==> src/rtl/mem_bus_controller_if.sv <==
// rtl/mem_bus_controller_if.sv - requester, buffer and SRAM signal bundle for mem_bus_controller
interface mem_bus_controller_if #(parameter int ADDR_WIDTH = 16);
  logic                  reqA;
  logic                  weA;
  logic [ADDR_WIDTH-1:0] addrA;
  logic [7:0]            wdataA;
  logic                  reqB;
  logic                  weB;
  logic [ADDR_WIDTH-1:0] addrB;
  logic [7:0]            wdataB;
  logic                  ackA;
  logic                  ackB;
  logic [7:0]            rdData;
  logic                  busy;
  logic                  bufOe;
  logic                  bufWr;
  logic [7:0]            wdataOut;
  logic [7:0]            internalDataIn;
  logic [ADDR_WIDTH-1:0] ramAddr;
  logic                  ramCs_n;
  logic                  ramOe_n;
  logic                  ramWe_n;

  // master = requesters plus the buffer/SRAM environment
  modport master (
    output reqA, weA, addrA, wdataA, reqB, weB, addrB, wdataB, internalDataIn,
    input  ackA, ackB, rdData, busy, bufOe, bufWr, wdataOut, ramAddr, ramCs_n, ramOe_n, ramWe_n
  );

  modport slave (
    input  reqA, weA, addrA, wdataA, reqB, weB, addrB, wdataB, internalDataIn,
    output ackA, ackB, rdData, busy, bufOe, bufWr, wdataOut, ramAddr, ramCs_n, ramOe_n, ramWe_n
  );
endinterface

==> src/rtl/mem_bus_controller.sv <==
// rtl/mem_bus_controller.sv - two-port round-robin SRAM cycle sequencer driving the data buffer
module mem_bus_controller #(
  parameter int ADDR_WIDTH  = 16,
  parameter int WAIT_STATES = 2
) (
  input logic                clk,
  input logic                rst,
  mem_bus_controller_if.slave bus
);

  localparam int              WAIT_EFF  = (WAIT_STATES < 1) ? 1 : WAIT_STATES;
  localparam logic [3:0]      LAST_WAIT = 4'(WAIT_EFF - 1);

  typedef enum logic [1:0] {IDLE, SETUP, ACCESS, TURN} state_t;

  state_t                state, state_nx;
  logic [3:0]            wait_cnt, wait_cnt_nx;
  logic                  last_grant_b, last_grant_b_nx;
  logic                  grant_b, grant_b_nx;
  logic                  is_write, is_write_nx;
  logic                  pick_b;
  logic                  rd_capture;
  logic [ADDR_WIDTH-1:0] ram_addr, ram_addr_nx;
  logic [7:0]            wdata_out, wdata_out_nx;
  logic [7:0]            rd_data, rd_data_nx;
  logic                  ack_a, ack_a_nx, ack_b, ack_b_nx;
  logic                  busy_q, busy_nx;
  logic                  buf_oe, buf_oe_nx, buf_wr, buf_wr_nx;
  logic                  cs_n, cs_n_nx, oe_n, oe_n_nx, we_n, we_n_nx;

  always_ff @(posedge clk or posedge rst) begin
    if (rst) state <= IDLE;
    else     state <= state_nx;
  end

  always_comb begin
    state_nx        = state;
    wait_cnt_nx     = wait_cnt;
    last_grant_b_nx = last_grant_b;
    grant_b_nx      = grant_b;
    is_write_nx     = is_write;
    ram_addr_nx     = ram_addr;
    wdata_out_nx    = wdata_out;
    pick_b          = 1'b0;
    rd_capture      = 1'b0;

    case (state)
      IDLE: begin
        if (bus.reqA || bus.reqB) begin
          // on a tie the port that did not win last time takes the bus
          pick_b          = bus.reqB && (!bus.reqA || !last_grant_b);
          grant_b_nx      = pick_b;
          last_grant_b_nx = pick_b;
          is_write_nx     = pick_b ? bus.weB    : bus.weA;
          ram_addr_nx     = pick_b ? bus.addrB  : bus.addrA;
          wdata_out_nx    = pick_b ? bus.wdataB : bus.wdataA;
          state_nx        = SETUP;
        end
      end
      SETUP: begin
        wait_cnt_nx = 4'd0;
        state_nx    = ACCESS;
      end
      ACCESS: begin
        if (wait_cnt == LAST_WAIT) begin
          rd_capture = !is_write;
          state_nx   = TURN;
        end else begin
          wait_cnt_nx = wait_cnt + 4'd1;
        end
      end
      TURN:    state_nx = IDLE;
      default: state_nx = IDLE;
    endcase

    rd_data_nx = rd_capture ? bus.internalDataIn : rd_data;

    // strobes are decoded from the state being entered so they leave a flop
    ack_a_nx  = 1'b0;
    ack_b_nx  = 1'b0;
    buf_oe_nx = 1'b0;
    buf_wr_nx = 1'b0;
    cs_n_nx   = 1'b1;
    oe_n_nx   = 1'b1;
    we_n_nx   = 1'b1;
    busy_nx   = (state_nx != IDLE);

    case (state_nx)
      SETUP, ACCESS: begin
        cs_n_nx = 1'b0;
        if (is_write_nx) begin
          buf_wr_nx = 1'b1;
          we_n_nx   = (state_nx == SETUP);
        end else begin
          buf_oe_nx = 1'b1;
          oe_n_nx   = 1'b0;
        end
      end
      TURN: begin
        buf_wr_nx = is_write_nx;
        ack_a_nx  = !grant_b_nx;
        ack_b_nx  = grant_b_nx;
      end
      default: ;
    endcase
  end

  always_ff @(posedge clk or posedge rst) begin
    if (rst) begin
      wait_cnt     <= 4'd0;
      last_grant_b <= 1'b1;
      grant_b      <= 1'b0;
      is_write     <= 1'b0;
      ram_addr     <= '0;
      wdata_out    <= 8'd0;
      rd_data      <= 8'd0;
      ack_a        <= 1'b0;
      ack_b        <= 1'b0;
      busy_q       <= 1'b0;
      buf_oe       <= 1'b0;
      buf_wr       <= 1'b0;
      cs_n         <= 1'b1;
      oe_n         <= 1'b1;
      we_n         <= 1'b1;
    end else begin
      wait_cnt     <= wait_cnt_nx;
      last_grant_b <= last_grant_b_nx;
      grant_b      <= grant_b_nx;
      is_write     <= is_write_nx;
      ram_addr     <= ram_addr_nx;
      wdata_out    <= wdata_out_nx;
      rd_data      <= rd_data_nx;
      ack_a        <= ack_a_nx;
      ack_b        <= ack_b_nx;
      busy_q       <= busy_nx;
      buf_oe       <= buf_oe_nx;
      buf_wr       <= buf_wr_nx;
      cs_n         <= cs_n_nx;
      oe_n         <= oe_n_nx;
      we_n         <= we_n_nx;
    end
  end

  assign bus.ackA     = ack_a;
  assign bus.ackB     = ack_b;
  assign bus.rdData   = rd_data;
  assign bus.busy     = busy_q;
  assign bus.bufOe    = buf_oe;
  assign bus.bufWr    = buf_wr;
  assign bus.wdataOut = wdata_out;
  assign bus.ramAddr  = ram_addr;
  assign bus.ramCs_n  = cs_n;
  assign bus.ramOe_n  = oe_n;
  assign bus.ramWe_n  = we_n;

endmodule

==> src/flat_wrapper.sv <==
// flat-port wrapper written by rule: the top's interface ports become plain ports
module mem_bus_controller_flat 
#(
  parameter int ADDR_WIDTH  = 16,
  parameter int WAIT_STATES = 2
)
  (clk, rst, bus_reqA, bus_weA, bus_addrA, bus_wdataA, bus_reqB, bus_weB, bus_addrB, bus_wdataB, bus_internalDataIn, bus_ackA, bus_ackB, bus_rdData, bus_busy, bus_bufOe, bus_bufWr, bus_wdataOut, bus_ramAddr, bus_ramCs_n, bus_ramOe_n, bus_ramWe_n);
  mem_bus_controller_if #(.ADDR_WIDTH(ADDR_WIDTH)) bus_i ();
  input logic clk;
  input logic rst;
  input wire logic [$bits(bus_i.reqA)-1:0] bus_reqA;
  input wire logic [$bits(bus_i.weA)-1:0] bus_weA;
  input wire logic [$bits(bus_i.addrA)-1:0] bus_addrA;
  input wire logic [$bits(bus_i.wdataA)-1:0] bus_wdataA;
  input wire logic [$bits(bus_i.reqB)-1:0] bus_reqB;
  input wire logic [$bits(bus_i.weB)-1:0] bus_weB;
  input wire logic [$bits(bus_i.addrB)-1:0] bus_addrB;
  input wire logic [$bits(bus_i.wdataB)-1:0] bus_wdataB;
  input wire logic [$bits(bus_i.internalDataIn)-1:0] bus_internalDataIn;
  output wire logic [$bits(bus_i.ackA)-1:0] bus_ackA;
  output wire logic [$bits(bus_i.ackB)-1:0] bus_ackB;
  output wire logic [$bits(bus_i.rdData)-1:0] bus_rdData;
  output wire logic [$bits(bus_i.busy)-1:0] bus_busy;
  output wire logic [$bits(bus_i.bufOe)-1:0] bus_bufOe;
  output wire logic [$bits(bus_i.bufWr)-1:0] bus_bufWr;
  output wire logic [$bits(bus_i.wdataOut)-1:0] bus_wdataOut;
  output wire logic [$bits(bus_i.ramAddr)-1:0] bus_ramAddr;
  output wire logic [$bits(bus_i.ramCs_n)-1:0] bus_ramCs_n;
  output wire logic [$bits(bus_i.ramOe_n)-1:0] bus_ramOe_n;
  output wire logic [$bits(bus_i.ramWe_n)-1:0] bus_ramWe_n;
  assign bus_i.reqA = bus_reqA;
  assign bus_i.weA = bus_weA;
  assign bus_i.addrA = bus_addrA;
  assign bus_i.wdataA = bus_wdataA;
  assign bus_i.reqB = bus_reqB;
  assign bus_i.weB = bus_weB;
  assign bus_i.addrB = bus_addrB;
  assign bus_i.wdataB = bus_wdataB;
  assign bus_i.internalDataIn = bus_internalDataIn;
  assign bus_ackA = bus_i.ackA;
  assign bus_ackB = bus_i.ackB;
  assign bus_rdData = bus_i.rdData;
  assign bus_busy = bus_i.busy;
  assign bus_bufOe = bus_i.bufOe;
  assign bus_bufWr = bus_i.bufWr;
  assign bus_wdataOut = bus_i.wdataOut;
  assign bus_ramAddr = bus_i.ramAddr;
  assign bus_ramCs_n = bus_i.ramCs_n;
  assign bus_ramOe_n = bus_i.ramOe_n;
  assign bus_ramWe_n = bus_i.ramWe_n;
  mem_bus_controller #(.ADDR_WIDTH(ADDR_WIDTH), .WAIT_STATES(WAIT_STATES)) u_core (.clk(clk), .rst(rst), .bus(bus_i));
endmodule
==> config.mk <==
export PLATFORM = sky130hd
export DESIGN_NAME = mem_bus_controller_flat
export DESIGN_NICKNAME = d
export VERILOG_FILES = /design/src/rtl/mem_bus_controller_if.sv /design/src/rtl/mem_bus_controller.sv /design/src/flat_wrapper.sv
export SDC_FILE = /design/constraint.sdc
export NUM_CORES = 1
export LEC_CHECK = 0
export BUFFER_PORTS_ARGS = -buffer_cell sky130_fd_sc_hd__buf_2
export CELL_PAD_IN_SITES_DETAIL_PLACEMENT = 1
export CELL_PAD_IN_SITES_GLOBAL_PLACEMENT = 1
export CORE_ASPECT_RATIO = 1.25
export CORE_MARGIN = 10
export CORE_UTILIZATION = 36
export CTS_BUF_LIST = sky130_fd_sc_hd__clkbuf_8
export DETAILED_ROUTE_END_ITERATION = 16
export GPL_TIMING_DRIVEN = 1
export PLACE_DENSITY_LB_ADDON = 0.1
export SLEW_MARGIN = 0
export SYNTH_ARGS = -nofsm -noshare
export SYNTH_HDL_FRONTEND = slang
export SYNTH_SLANG_ARGS = --single-unit
==> constraint.sdc <==
create_clock -name clk -period 2.9 [get_ports clk]
set_input_delay 0.435 -clock clk [delete_from_list [all_inputs] [get_ports clk]]
set_output_delay 0.435 -clock clk [all_outputs]
set_load 0.02 [all_outputs]
==> Yosys cells after proc, flatten, opt, wreduce, memory -nomap -nowiden <==
Cells that the tools add are included.
{ "word_totals": {"inputBits": 62, "reg_bits": 49, "output_inout_bits": 40} }
{ "classes": {"muxes": 24, "add_sub_neg": 1, "reduce_logical": 13, "n_eq_ne": 8} }
{ "op_table": {"columns": ["cell", "n"], "rows": [
  ["$mux 1", 16],
  ["$mux 16", 1],
  ["$eq 2x2->1 const B", 4],
  ["$mux 8", 1],
  ["$pmux 2 s4", 1],
  ["$pmux 4 s2", 1],
  ["$add 4x1->4 const B", 1],
  ["$eq 2x1->1 const B", 2],
  ["$eq 4x1->1 const B", 1],
  ["$logic_not 1->1", 4],
  ["$mux 2", 2],
  ["$mux 4", 1],
  ["$reduce_and 2->1", 2],
  ["$reduce_bool 2->1", 2],
  ["$logic_not 2->1", 1],
  ["$logic_or 1x1->1", 2],
  ["$ne 2x2->1 const B", 1],
  ["$pmux 1 s2", 1],
  ["$reduce_or 2->1", 1],
  ["$logic_and 1x1->1", 1]
]} }

==> Longest topological paths before layout <==
{ "logic_depth": {"depth_word": 8, "ltp_mapped": 9, "mapped_depth_nobuf": 8} }

==> Worst setup path before layout <==
No wires, ideal clock.
{ "synth_timing": {"path_type": "register to register", "start": "register u_core.wait_cnt[1]", "end": "register u_core.we_n (netlist: u_core.bus.ramWe_n)", "n_path_buf": 0, "synth_period_minus_slack_ns": 2.249, "required_time_ns": 2.806, "setup_ns": 0.094, "arrival_time_ns": 2.155, "setup_slack_ns": 0.651, "path_stages_with_launch": 9, "path_cell_list": "dfrtp_1 inv_1 ha_1 or3b_4 a221o_1 inv_1 ha_1 inv_1 or4_1"} }
{ "synth_via": {"elab_chain_len": 6, "elab_cells_between_ends": 8, "cone_classes": "eq/ne: 3; mux: 4; reduce/logical: 1"} }
{ "synth_lines": {"columns": ["element", "line_no", "text"], "rows": [
  ["start: declaration", "mem_bus_controller.sv:17", "logic [3:0] wait_cnt, wait_cnt_nx;"],
  ["start signal: assignment", "mem_bus_controller.sv:126", "wait_cnt <= wait_cnt_nx;"],
  ["$eq 4x1->1 (*)", "mem_bus_controller.sv:65", "if (wait_cnt == LAST_WAIT) begin"],
  ["$mux 2 (*)", "mem_bus_controller.sv:65", null],
  ["$pmux 2 s4 (*)", "mem_bus_controller.sv:47", "case (state)"],
  ["$eq 2x1->1 / $eq 2x2->1 (equally long branches)", "mem_bus_controller.sv:88, mem_bus_controller.sv:93", null],
  ["$mux 1 / $reduce_or 2->1 (equally long branches)", "mem_bus_controller.sv:91, mem_bus_controller.sv:88", null],
  ["$mux 1 (*)", "mem_bus_controller.sv:88", "case (state_nx)"],
  ["net u_core.we_n_nx", "mem_bus_controller.sv:29", "logic cs_n, cs_n_nx, oe_n, oe_n_nx, we_n, we_n_nx;"],
  ["end signal: assignment", "mem_bus_controller.sv:140", "we_n <= we_n_nx;"],
  ["end: declaration", "mem_bus_controller.sv:29", null]
]} }
The timed path passes the listed nets; every way through them passes the cells marked *.
A chain may end at the register's enable or synchronous reset.

==> Worst setup path in the final report <==
Ends and elaborated chain as after synthesis.

==> flow_metrics.py <==
metrics = {
    "yosys": {
        "netlist_top_cells_area": "dfrtp_1 (51%), mux2i_1 (11%), o21ai_0 (5.8%)",
        "netlist_instances": 197,
        "ys.flop_type": "dfrtp_1",
        "synth-seq-area-share_pct": 55.2,
        "synth_warnings": 0,
        "synth.largest_area_cell": "dfrtp_1",
        "synth_top_area_share_pct": 50.5,
        "synthDistinctLibCells": 36,
        "syn-num-nets": 267,
        "synthArstFlopShare_pct": 100,
        "syn_area_per_cell_sq_um": 11.3,
        "synth.ff_latch_count": 49,
        "synth_edf_count": 0,
        "synth.top_cells.by_count": "dfrtp_1 (45), nand2_1 (27), o21ai_0 (26)",
        "synthesis.area_sq_mm": 0.00223,
        "yosysMostFrequentCell": "dfrtp_1",
    },
    "critical_path": {
        "cp_num_cells": 8,
        "r2r_end": "u_core.bus.ramWe_n",
        "regToRegSetupSlack_ps": 490,
        "cpMostUsedCell": "inv_1",
        "crit_start": "u_core.wait_cnt[1]",
        "cp.required_ps": 3120,
        "critPathLaunchType": "flop",
        "path_buf_inv": 3,
        "rr_startpoint": "u_core.wait_cnt[1]",
        "path_class": "flop to flop",
        "critPathCaptureType": "flop",
        "path_cells": "inv_1 > ha_1 > or3b_4 > a221o_1 > inv_1 > ha_1 > inv_1 > or4_1",
        "crit_path_end": "u_core.bus.ramWe_n",
        "reg2reg_depth": 8,
        "path_max_fanout": 4,
        "crit_family": "simple AND/OR/NAND/NOR gates",
        "cp_slowest_stage_delay_ps": 510,
        "slowest_stage": "or4_1",
        "crit_arrival_ps": 2630,
    },
    "floorplan": {
        "die_h_microns": 108,
        "die_w_microns": 90.4,
        "coreArea_sq_mm": 0.00609,
        "ios": 102,
        "die_area_sq_mm": 0.00976,
        "start_util_pct": 36.6,
        "row_count": 32,
    },
    "routing": {
        "wire_per_inst_microns": 16.1,
        "drc": 0,
        "detailedRoute.firstPassIterationCount": 4,
        "vias_per_cell": 4.64,
        "wirelength_mm": 6.20,
        "vias": 1788,
        "drt-initial-drc-count": 56,
        "ant_nets": 0,
    },
    "final_layout": {
        "final.fill_count": 736,
        "syn_to_final_growth_pct": 31.7,
        "drive_gt1_share_pct": 43.3,
        "nets": 369,
        "num_antenna_cells": 0,
    },
    "sta": {
        "post-route-period-util_pct": 83.0,
        "period_needed_ps": 2410,
        "setup_ws_ps": 492,
        "worst_slew_pin_slew_ps": 987,
        "fin_skew_ps": 6.48,
        "slew_headroom_pct": 34.1,
        "drv_slew": 0,
        "setup_viol": 0,
        "fmax_ghz": 0.415,
        "hold_viol_final": 0,
        "finalSetupTns_ps": 0,
        "rsz0062_at_grt": "no",
    },
    "global_routing": {
        "antenna_found_initial": 0,
        "grt_pass1_wl_mm": 10.0,
        "grt_pass1_vias": 1911,
        "grtUsageTotal_pct": 12.6,
        "grt_max_degree": 49,
        "grt_overflow": 0,
    },
    "run": {
        "drv_cap": 0,
    },
    "clock_network": {
        "cts_setup_buffers": 0,
        "clockBufferDepth": 2,
        "numCtsBuffers": 5,
        "clock_sinks": 49,
        "cts_root_buf": "clkbuf_8",
        "cts_hold_buffers": 0,
        "clkTransAtPathRegs_ps": 80,
        "post_cts_resized": 0,
        "cts_tree": "done",
        "clk_latency_ps": 300,
        "cts-htree-levels": 2,
    },
    "power_and_ir_drop": {
        "pwr_density_cell_mw_per_mm2": 1090,
        "ir_worst_vdd_mv": 0.525,
        "leakagePower_nw": 1.53,
    },
    "worst_hold_path": {
        "hold_path_class": "primary input to async pin",
    },
    "place": {
        "io_buffers": 101,
        "hpwlAfterDp_mm": 4.92,
        "pre_cts_ws_ps": 496,
        "gp_congestion": 0.784,
    },
    "run_status": {
        "outcome": "completed",
    },
}
==> final cells by class <==
| type | count | area, sq um | area share (%) |
|---|---|---|---|
| inverter | 10 | 37.5 | 1.28 |
| clock buffer | 7 | 96.3 | 3.28 |
| timing repair buffer | 104 | 528 | 18.0 |
| sequential | 49 | 1230 | 41.9 |
| clock inverter | 1 | 5.00 | 0.171 |
| tap | 85 | 106 | 3.62 |
| multi-input combinational | 129 | 931 | 31.7 |
==> placed cells by master, fill, tap and decap left out, drive strengths merged, types with 2 or more instances in the layout <==
master  synthesis  layout
mux2i          25      25
dfstp           4       4
nor3            2       2
nand2b          2       2
nor2b           2       2
nand2          27      27
and2            2       2
o21ai          27      27
clkbuf          5       7
buf             4     104
dfrtp          45      45
a21oi           5       5
inv            10      10
ha              8       8
mux2            8       8
nor2            4       4
==> report_power, final <==
part	internal (W)	leakage, nW	switching (W)	total, W
Sequential	0.00103	0.600	0.000158	0.00118
Clock	0.000216	0.0542	0.000222	0.000438
Combinational	0.000586	0.874	0.000997	0.00158
==> worst min-delay path by stage <==
stage,endpoint,cells past startpoint
6_report,u_core.bus.rdData[6],2
5_1_grt,u_core.bus.rdData[1],2
4_1_cts,u_core.bus.rdData[7],2
3_5_place_dp,u_core.bus.ramAddr[3],2
3_3_place_gp,u_core.bus.wdataOut[3],2
2_1_floorplan,u_core.wait_cnt[3],1
==> logic make-up after synthesis <==
group	synth area share (%)
flip-flops	55.2
AND/OR/NAND/NOR	10.7
AO/OA/AOI/OAI	10.2
multiplexers	15.3
buffers and inverters	3.65
adder cells (fa/ha/maj)	4.49
XOR/XNOR	0.393
==> registers in the layout (all words and copies together) (netlist names) <==
register	flops
u_core.last_grant_b	1
u_core.bus.ackB	1
u_core.bus.ackA	1
u_core.bus.rdData	8
u_core.bus.wdataOut	8
u_core.grant_b	1
u_core.bus.bufOe	1
u_core.bus.ramWe_n	1
u_core.bus.busy	1
u_core.is_write	1
u_core.bus.ramOe_n	1
u_core.bus.ramAddr	16
u_core.bus.ramCs_n	1
u_core.state	2
u_core.bus.bufWr	1
u_core.wait_cnt	4
==> stage by stage <==
step           cells  power [W]  area (sq um)  hold WS, ps  util [%]
2_1_floorplan    197    0.00227          2230          486         -
3_3_place_gp     377    0.00278          2830          458      46.6
3_5_place_dp     377    0.00283          2830          466      46.6
4_1_cts          385    0.00327          2940          359      48.2
5_1_grt          385    0.00348          2940          359      48.2
6_report         385    0.00321          2940          362      48.2
==> routing by layer <==
layer	global-route usage, %	routed length, microns	vias up
met5	0	0	-
met4	3.76	65	0
met3	3.40	298	8
met2	21.8	3110	52
met1	15.0	2720	848
li1	-	-	880
(Power assumes the default switching activity.)
